`config.mk`:
```
export PLATFORM = sky130hd
export DESIGN_NAME = if_id_stage_buffer
export DESIGN_NICKNAME = d
export VERILOG_FILES = /design/src/rtl/if_id_stage_buffer_pkg.sv /design/src/rtl/if_id_stage_buffer_pipe_reg_en.sv /design/src/rtl/if_id_stage_buffer.sv
export SDC_FILE = /design/constraint.sdc
export NUM_CORES = 1
export LEC_CHECK = 0
export ABC_AREA = 1
export CAP_MARGIN = 25
export CORE_UTILIZATION = 26
export CTS_BUF_LIST = sky130_fd_sc_hd__clkbuf_4 sky130_fd_sc_hd__clkbuf_8
export DETAILED_ROUTE_END_ITERATION = 6
export PLACE_DENSITY = 0.6
export SLEW_MARGIN = 20
export SYNTH_ARGS = -nofsm -noshare
export SYNTH_HDL_FRONTEND = slang
export SYNTH_SLANG_ARGS = --single-unit
```
`constraint.sdc`:
```
create_clock -name clk -period 6.3 [get_ports clk]
set_clock_uncertainty 0.15 [all_clocks]
set_input_delay 1.89 -clock clk [delete_from_list [all_inputs] [get_ports clk]]
set_output_delay 1.89 -clock clk [all_outputs]
set_load 0.05 [all_outputs]
```
`src/rtl/if_id_stage_buffer_pkg.sv`:
```
// Shared IF/ID pipeline definitions: field width, bubble constants and the
// bundle consumed by the decode stage.
package if_id_stage_buffer_pkg;

  localparam int unsigned IF_ID_DATA_W = 32;

  localparam logic [IF_ID_DATA_W-1:0] IF_ID_NOP_INSTR = 32'h0000_0000;
  localparam logic [IF_ID_DATA_W-1:0] IF_ID_PC_RESET  = 32'h0000_0000;

  typedef struct packed {
    logic [IF_ID_DATA_W-1:0] ins;
    logic [IF_ID_DATA_W-1:0] pc_4;
    logic                    valid;
  } if_id_t;

  function automatic if_id_t if_id_bubble();
    if_id_t w_b;
    w_b.ins   = IF_ID_NOP_INSTR;
    w_b.pc_4  = IF_ID_PC_RESET;
    w_b.valid = 1'b0;
    return w_b;
  endfunction

endpackage

```
`src/rtl/if_id_stage_buffer_pipe_reg_en.sv`:
```
// Generic pipeline register: async active-high reset, synchronous clear,
// load enable; clear takes priority over load.
module pipe_reg_en #(
  parameter int unsigned    W       = 32,
  parameter logic [W-1:0]   RST_VAL = {W{1'b0}}
) (
  input  logic         clk,
  input  logic         rst,
  input  logic         i_clr,
  input  logic         i_en,
  input  logic [W-1:0] i_d,
  output logic [W-1:0] o_q
);

  logic [W-1:0] r_q;

  // Storage element with reset/clear/load/hold priority
  always_ff @(posedge clk or posedge rst) begin
    if (rst) begin
      r_q <= RST_VAL;
    end else if (i_clr) begin
      r_q <= RST_VAL;
    end else if (i_en) begin
      r_q <= i_d;
    end else begin
      r_q <= r_q;
    end
  end

  assign o_q = r_q;

endmodule

```
`src/rtl/if_id_stage_buffer.sv`:
```
// IF/ID stage buffer: captures instruction and PC+4 on write-enable, holds on
// stall, injects a NOP bubble on flush. Outputs come straight from flops.
module if_id_stage_buffer
  import if_id_stage_buffer_pkg::*;
#(
  parameter int unsigned         DATA_W    = IF_ID_DATA_W,
  parameter logic [DATA_W-1:0]   NOP_INSTR = IF_ID_NOP_INSTR,
  parameter logic [DATA_W-1:0]   PC_RESET  = IF_ID_PC_RESET
) (
  input  logic              clk,
  input  logic              rst,
  input  logic [DATA_W-1:0] pc_4_in,
  input  logic [DATA_W-1:0] ins_in,
  input  logic              if_id_reg_ctrl,
  input  logic              if_id_flush,
  output logic [DATA_W-1:0] if_id_ins_out,
  output logic [DATA_W-1:0] if_id_pc_4_out,
  output logic              if_id_valid_out
);

  logic w_clr;
  logic w_load;

  // Flush overrides the write enable; a flushed cycle never loads new data
  always_comb begin
    w_clr  = 1'b0;
    w_load = 1'b0;
    if (if_id_flush) begin
      w_clr  = 1'b1;
      w_load = 1'b0;
    end else begin
      w_clr  = 1'b0;
      w_load = if_id_reg_ctrl;
    end
  end

  pipe_reg_en #(
    .W       (DATA_W),
    .RST_VAL (NOP_INSTR)
  ) u_ins_reg (
    .clk   (clk),
    .rst   (rst),
    .i_clr (w_clr),
    .i_en  (w_load),
    .i_d   (ins_in),
    .o_q   (if_id_ins_out)
  );

  pipe_reg_en #(
    .W       (DATA_W),
    .RST_VAL (PC_RESET)
  ) u_pc_4_reg (
    .clk   (clk),
    .rst   (rst),
    .i_clr (w_clr),
    .i_en  (w_load),
    .i_d   (pc_4_in),
    .o_q   (if_id_pc_4_out)
  );

  pipe_reg_en #(
    .W       (1),
    .RST_VAL (1'b0)
  ) u_valid_reg (
    .clk   (clk),
    .rst   (rst),
    .i_clr (w_clr),
    .i_en  (w_load),
    .i_d   (1'b1),
    .o_q   (if_id_valid_out)
  );

endmodule

```
==> impl_metrics.py, run 1 <==
metrics = {
    "clock_network": {
        "cts_tree": "yes",
        "root_buffer": "clkbuf_8",
        "ctsResizeCount": 0,
        "ctsHoldBuffers": 0,
        "clk_latency_ns": 0.32,
        "htreeDepth": 3,
        "clk_path_buf_depth": 2,
        "cts.sinks": 65,
        "clk_pin_slew_ns": 0.07,
        "cts_setup_buffers": 0,
        "cts_buffers": 9,
    },
    "detailed_routing": {
        "wl_met1_um": 3430,
        "avgViaCountPerCell": 4.26,
        "met2_length_um": 2910,
        "wl_per_cell_um": 12.6,
        "drt_iter0_markers": 79,
        "routed-wl-met3_um": 475,
        "drc": 0,
        "drt_first_pass_iters": 4,
        "ant_nets": 0,
        "routed_wl_um": 6910,
        "vias": 2328,
        "routed.top_layer": "met4",
    },
    "floorplan": {
        "start_util": 0.269,
        "fp.dieW_um": 103,
        "die_area_mm2": 0.0105,
        "die_y_um": 103,
        "fp.coreArea_mm2": 0.00977,
        "ioPinCount": 133,
        "rows": 36,
    },
    "layout": {
        "fill_cells": 978,
        "finalNetCount": 477,
        "stdcell_count": 547,
        "final_cell_mix": "clkdlybuf4s50_1 (131), nand2_1 (118), dfrtp_1 (65), nand3_1 (64)",
        "drive_above_1_share": 0.0821,
        "register_area_mm2": 0.00163,
        "final_core_util": 0.430,
        "fin_area_mm2": 0.00420,
        "multi_input_area_um2": 845,
        "num_antenna_cells": 0,
        "syn_to_final_growth_pct": 59.9,
        "final_common_cell": "clkdlybuf4s50_1",
    },
    "worst_setup_path": {
        "end_kind": "flip-flop",
        "r2r_end": "u_pc_4_reg.o_q[27]",
        "path_class": "input port to flip-flop",
        "reg2reg_depth": 2,
        "cp_max_fo": 35,
        "r2r_setup_slack_ns": 5.51,
        "cp-start-kind": "input port",
        "worst_r2r_startpoint": "u_pc_4_reg.o_q[27]",
        "critPathArrivalTime_ns": 3.69,
        "critPathRequiredTime_ns": 6.41,
    },
    "global_route": {
        "track_usage": 0.137,
        "antenna_found_initial": 0,
        "grt_overflow": 0,
        "grt_start_max_net_pins": 67,
        "grt_pass1_wl_um": 11000,
        "grt_pass1_vias": 2261,
    },
    "power": {
        "p_leak_nw": 2.03,
        "powerDensity_mw_per_mm2": 248,
        "ir_drop_mv": 0.0844,
        "p_total_mw": 1.04,
    },
    "logic_synthesis": {
        "yosysTopAreaCell": "dfrtp_1",
        "syn_area_mm2": 0.00263,
        "yosysSeqAreaShare": 0.619,
        "syn_area_per_cell_um2": 9.36,
        "yosys_warnings": 0,
        "synth_top_area_frac": 0.619,
        "synth.distinct_cells": 13,
        "synthesis.nets": 349,
        "synth_cells": 281,
        "ys_seq_elements": 65,
        "ys_top_cells_by_area": "dfrtp_1 (62%), nand2_1 (17%), nand3_1 (12%)",
    },
    "min_path": {
        "hp-start": "u_ins_reg.o_q[5]",
        "min_path_type": "flip-flop to flip-flop",
        "min_path_cells": 2,
        "hold-path-endpoint": "u_ins_reg.o_q[5]",
    },
    "placement": {
        "io_buffers": 132,
        "place_congestion": 0.677,
        "place_ws_ns": 2.35,
        "dp.cells": 530,
        "place_area_mm2": 0.00398,
        "dp_hpwl_um": 4420,
    },
    "sta": {
        "finalHoldWorstSlack_ns": 0.319,
        "fmax_mhz": 279,
        "tightest_slew_ns": 0.819,
        "tns_ns": 0,
        "finalCriticalPeriod_ns": 3.58,
        "rsz0062_at_grt": "false",
        "hold_viol_final": 0,
        "max-slew-margin-rel": 0.454,
        "setup_viol": 0,
        "period_share": 0.568,
        "maxSlewViolCount": 0,
        "setup_ws_ns": 2.72,
    },
    "run": {
        "maxCapViolCount": 0,
    },
    "outcome": {
        "outcome": "finished clean",
    },
}
[layer usage]
| layer | vias to the layer above | GRT usage |
|---|---|---|
| li1 | 1150 | - |
| met2 | 91 | 0.199 |
| met5 | - | 0 |
| met3 | 10 | 0.0312 |
| met4 | 0 | 0.0593 |
| met1 | 1077 | 0.195 |
[cell type report]
type,count,share of cell area
flip-flops and latches,65,0.387
repair buffers,136,0.323
multi-input cells,195,0.201
well taps,133,0.0396
clock buffers,13,0.0381
clock inverters,3,0.00952
inverters,2,0.00179
[report_power, final]
group	internal [mW]	total, mW	switching, mW
logic	0.0888	0.229	0.140
registers	0.441	0.455	0.0139
clock network	0.206	0.358	0.152
[synth_stat cells]
master and number:
inv_1 1, dfrtp_1 65, buf_1 1, buf_4 6, nor2_1 2, nand3_1 64, buf_6 5, nand2_1 118
nand2_2 10, buf_2 6, nor2_4 1, inv_2 1, buf_8 1
[worst max-delay path: stages]
cell and delay, ns:
clkdlybuf4s50_1 0.49, nor2_4 0.64, buf_4 0.47, nand2_1 0.10, nand2_1 0.08
[cells by family after synthesis]
family,count (synthesis),share of synthesized area
buffers and inverters,21,0.0600
AND/OR/NAND/NOR,195,0.321
flip-flops,65,0.619
[worst max path at each step]
stage | start | end | slack (ns) | cells after the start
2_1_floorplan | rst | u_ins_reg.o_q[0] | 2.63 | 1
3_3_place_gp | if_id_flush | u_pc_4_reg.o_q[31] | 2.37 | 5
3_5_place_dp | if_id_flush | u_pc_4_reg.o_q[12] | 2.35 | 5
4_1_cts | u_pc_4_reg.o_q[30] | if_id_pc_4_out[30] | 2.71 | 1
5_1_grt | if_id_flush | u_ins_reg.o_q[30] | 2.51 | 5
6_report | if_id_flush | u_pc_4_reg.o_q[12] | 2.72 | 5
[sequential cells by signal, indices dropped and copies added (netlist names)]
name	cells
u_ins_reg.o_q	32
u_pc_4_reg.o_q	32
u_valid_reg.o_q	1
No activity file was read; power rests on OpenSTA's default activity.
==> inputs of run 2 (changes only) <==
--- a/config.mk
+++ b/config.mk
@@ -10,7 +10,7 @@
 export CORE_UTILIZATION = 26
 export CTS_BUF_LIST = sky130_fd_sc_hd__clkbuf_4 sky130_fd_sc_hd__clkbuf_8
 export DETAILED_ROUTE_END_ITERATION = 6
-export PLACE_DENSITY = 0.6
+export PLACE_DENSITY = 0.62
 export SLEW_MARGIN = 20
 export SYNTH_ARGS = -nofsm -noshare
 export SYNTH_HDL_FRONTEND = slang
==> constraint.sdc (replaced) <==
create_clock -name clk -period 2.9 [get_ports clk]
set_clock_uncertainty 0.15 [all_clocks]
set_input_delay 0.87 -clock clk [delete_from_list [all_inputs] [get_ports clk]]
set_output_delay 0.87 -clock clk [all_outputs]
set_load 0.05 [all_outputs]
==> impl_metrics.py, run 2 (same netlist as run 1, synthesis figures left out) <==
metrics = {
    "detailed_routing": {
        "drt_iter0_markers": 56,
        "wl_per_cell_um": 13.1,
        "drt_first_pass_iters": 5,
        "drc": 0,
        "vias": 2362,
        "routed_wl_um": 7150,
        "avgViaCountPerCell": 4.32,
        "ant_nets": 0,
    },
    "min_path": {
        "min_path_type": "flip-flop to flip-flop",
    },
    "worst_setup_path": {
        "end_kind": "output port",
        "reg2reg_depth": 2,
        "worst_r2r_startpoint": "u_valid_reg.o_q",
        "slowest_stage": "clkdlybuf4s50_1",
        "crit_chain": "clkdlybuf4s50_1",
        "critPathLaunch": "u_pc_4_reg.o_q[25]",
        "cp.buffers_inverters": 1,
        "max_stage_delay_ns": 0.82,
        "r2r_end": "u_valid_reg.o_q",
        "critPathRequiredTime_ns": 1.88,
        "cp_max_fo": 2,
        "cp_top_family": "buffers and inverters",
        "cp-start-kind": "flip-flop",
        "crit_cells": 1,
        "path_class": "flip-flop to output port",
        "crit_path_end": "if_id_pc_4_out[25]",
        "critPathArrivalTime_ns": 1.52,
        "r2r_setup_slack_ns": 2.12,
    },
    "power": {
        "comb_power_share": 0.239,
        "p_total_mw": 2.13,
        "p_leak_nw": 2.03,
        "powerDensity_mw_per_mm2": 505,
        "swShare": 0.307,
        "switchingPower_mw": 0.655,
        "p_seq_frac": 0.463,
        "clkPwrFrac": 0.298,
        "ir_drop_mv": 0.190,
        "p_int_mw": 1.48,
    },
    "floorplan": {
        "fp.coreArea_mm2": 0.00977,
        "fp.dieW_um": 103,
        "die_y_um": 103,
        "rows": 36,
        "ioPinCount": 133,
        "start_util": 0.269,
        "die_area_mm2": 0.0105,
    },
    "layout": {
        "syn_to_final_growth_pct": 60.6,
        "multi_input_area_um2": 845,
        "final_cell_mix": "clkdlybuf4s50_1 (131), nand2_1 (118), dfrtp_1 (65), nand3_1 (64)",
        "fin_area_mm2": 0.00422,
        "fill_cells": 971,
        "register_area_mm2": 0.00163,
        "final_core_util": 0.432,
        "stdcell_count": 547,
        "num_antenna_cells": 0,
        "finalNetCount": 480,
        "drive_above_1_share": 0.0821,
        "final_common_cell": "clkdlybuf4s50_1",
    },
    "run": {
        "maxCapViolCount": 0,
    },
    "global_route": {
        "antenna_found_initial": 0,
        "grt_start_max_net_pins": 66,
        "grt_pass1_vias": 2319,
        "track_usage": 0.142,
        "grt_pass1_wl_um": 11400,
        "grt_overflow": 0,
    },
    "clock_network": {
        "htreeDepth": 3,
        "root_buffer": "clkbuf_8",
        "cts_setup_buffers": 0,
        "ctsHoldBuffers": 0,
        "clk_latency_ns": 0.32,
        "clk_pin_slew_ns": 0.07,
        "cts_tree": "yes",
        "cts_buffers": 9,
        "cts.sinks": 65,
        "clk_path_buf_depth": 2,
        "ctsResizeCount": 0,
    },
    "outcome": {
        "outcome": "finished clean",
    },
    "placement": {
        "dp_hpwl_um": 4810,
        "place_ws_ns": 0.544,
        "io_buffers": 132,
        "dp.cells": 534,
        "place_area_mm2": 0.00406,
        "place_congestion": 0.686,
    },
    "sta": {
        "fmax_mhz": 394,
        "period_share": 0.876,
        "finalHoldWorstSlack_ns": 0.320,
        "finalCriticalPeriod_ns": 2.54,
        "tns_ns": 0,
        "setup_ws_ns": 0.360,
        "maxSlewViolCount": 0,
        "rsz0062_at_grt": "false",
        "max-slew-margin-rel": 0.635,
        "hold_viol_final": 0,
        "tightest_slew_ns": 0.546,
        "setup_viol": 0,
    },
}
## run 2: metal layers
layer | GRT usage | wire (um)
met1 | 0.185 | 3200
met2 | 0.221 | 3260
met3 | 0.0420 | 627
met4 | 0.0593 | 57
met5 | 0 | 0
## run 2: area by class of cell
class                   count  share of cell area
clock buffers              10              0.0326
clock inverters             3             0.00474
inverters                   2             0.00178
multi-input cells         195               0.200
flip-flops and latches     65               0.385
well taps                 133              0.0394
repair buffers            139               0.336
## run 2: power by group through the flow
stage               Clock [mW]  Sequential, mW  Combinational, mW
floorplan                    0            1.18              0.106
global placement             0            1.00              0.514
detailed placement           0            1.00              0.516
CTS                      0.675           0.988              0.517
global route             0.703           0.993              0.544
finish                   0.635           0.987              0.509
## run 2: how the worst min path moves through the flow
stage	endpoint	start	depth (start not counted)	slack, ns
2_1_floorplan	u_ins_reg.o_q[10]	u_ins_reg.o_q[10]	2	0.60
3_3_place_gp	u_pc_4_reg.o_q[23]	u_pc_4_reg.o_q[23]	2	0.30
3_5_place_dp	u_pc_4_reg.o_q[9]	u_pc_4_reg.o_q[9]	2	0.31
4_1_cts	u_pc_4_reg.o_q[7]	u_pc_4_reg.o_q[7]	2	0.33
5_1_grt	u_pc_4_reg.o_q[13]	u_pc_4_reg.o_q[13]	2	0.35
6_report	u_pc_4_reg.o_q[17]	u_pc_4_reg.o_q[17]	2	0.32
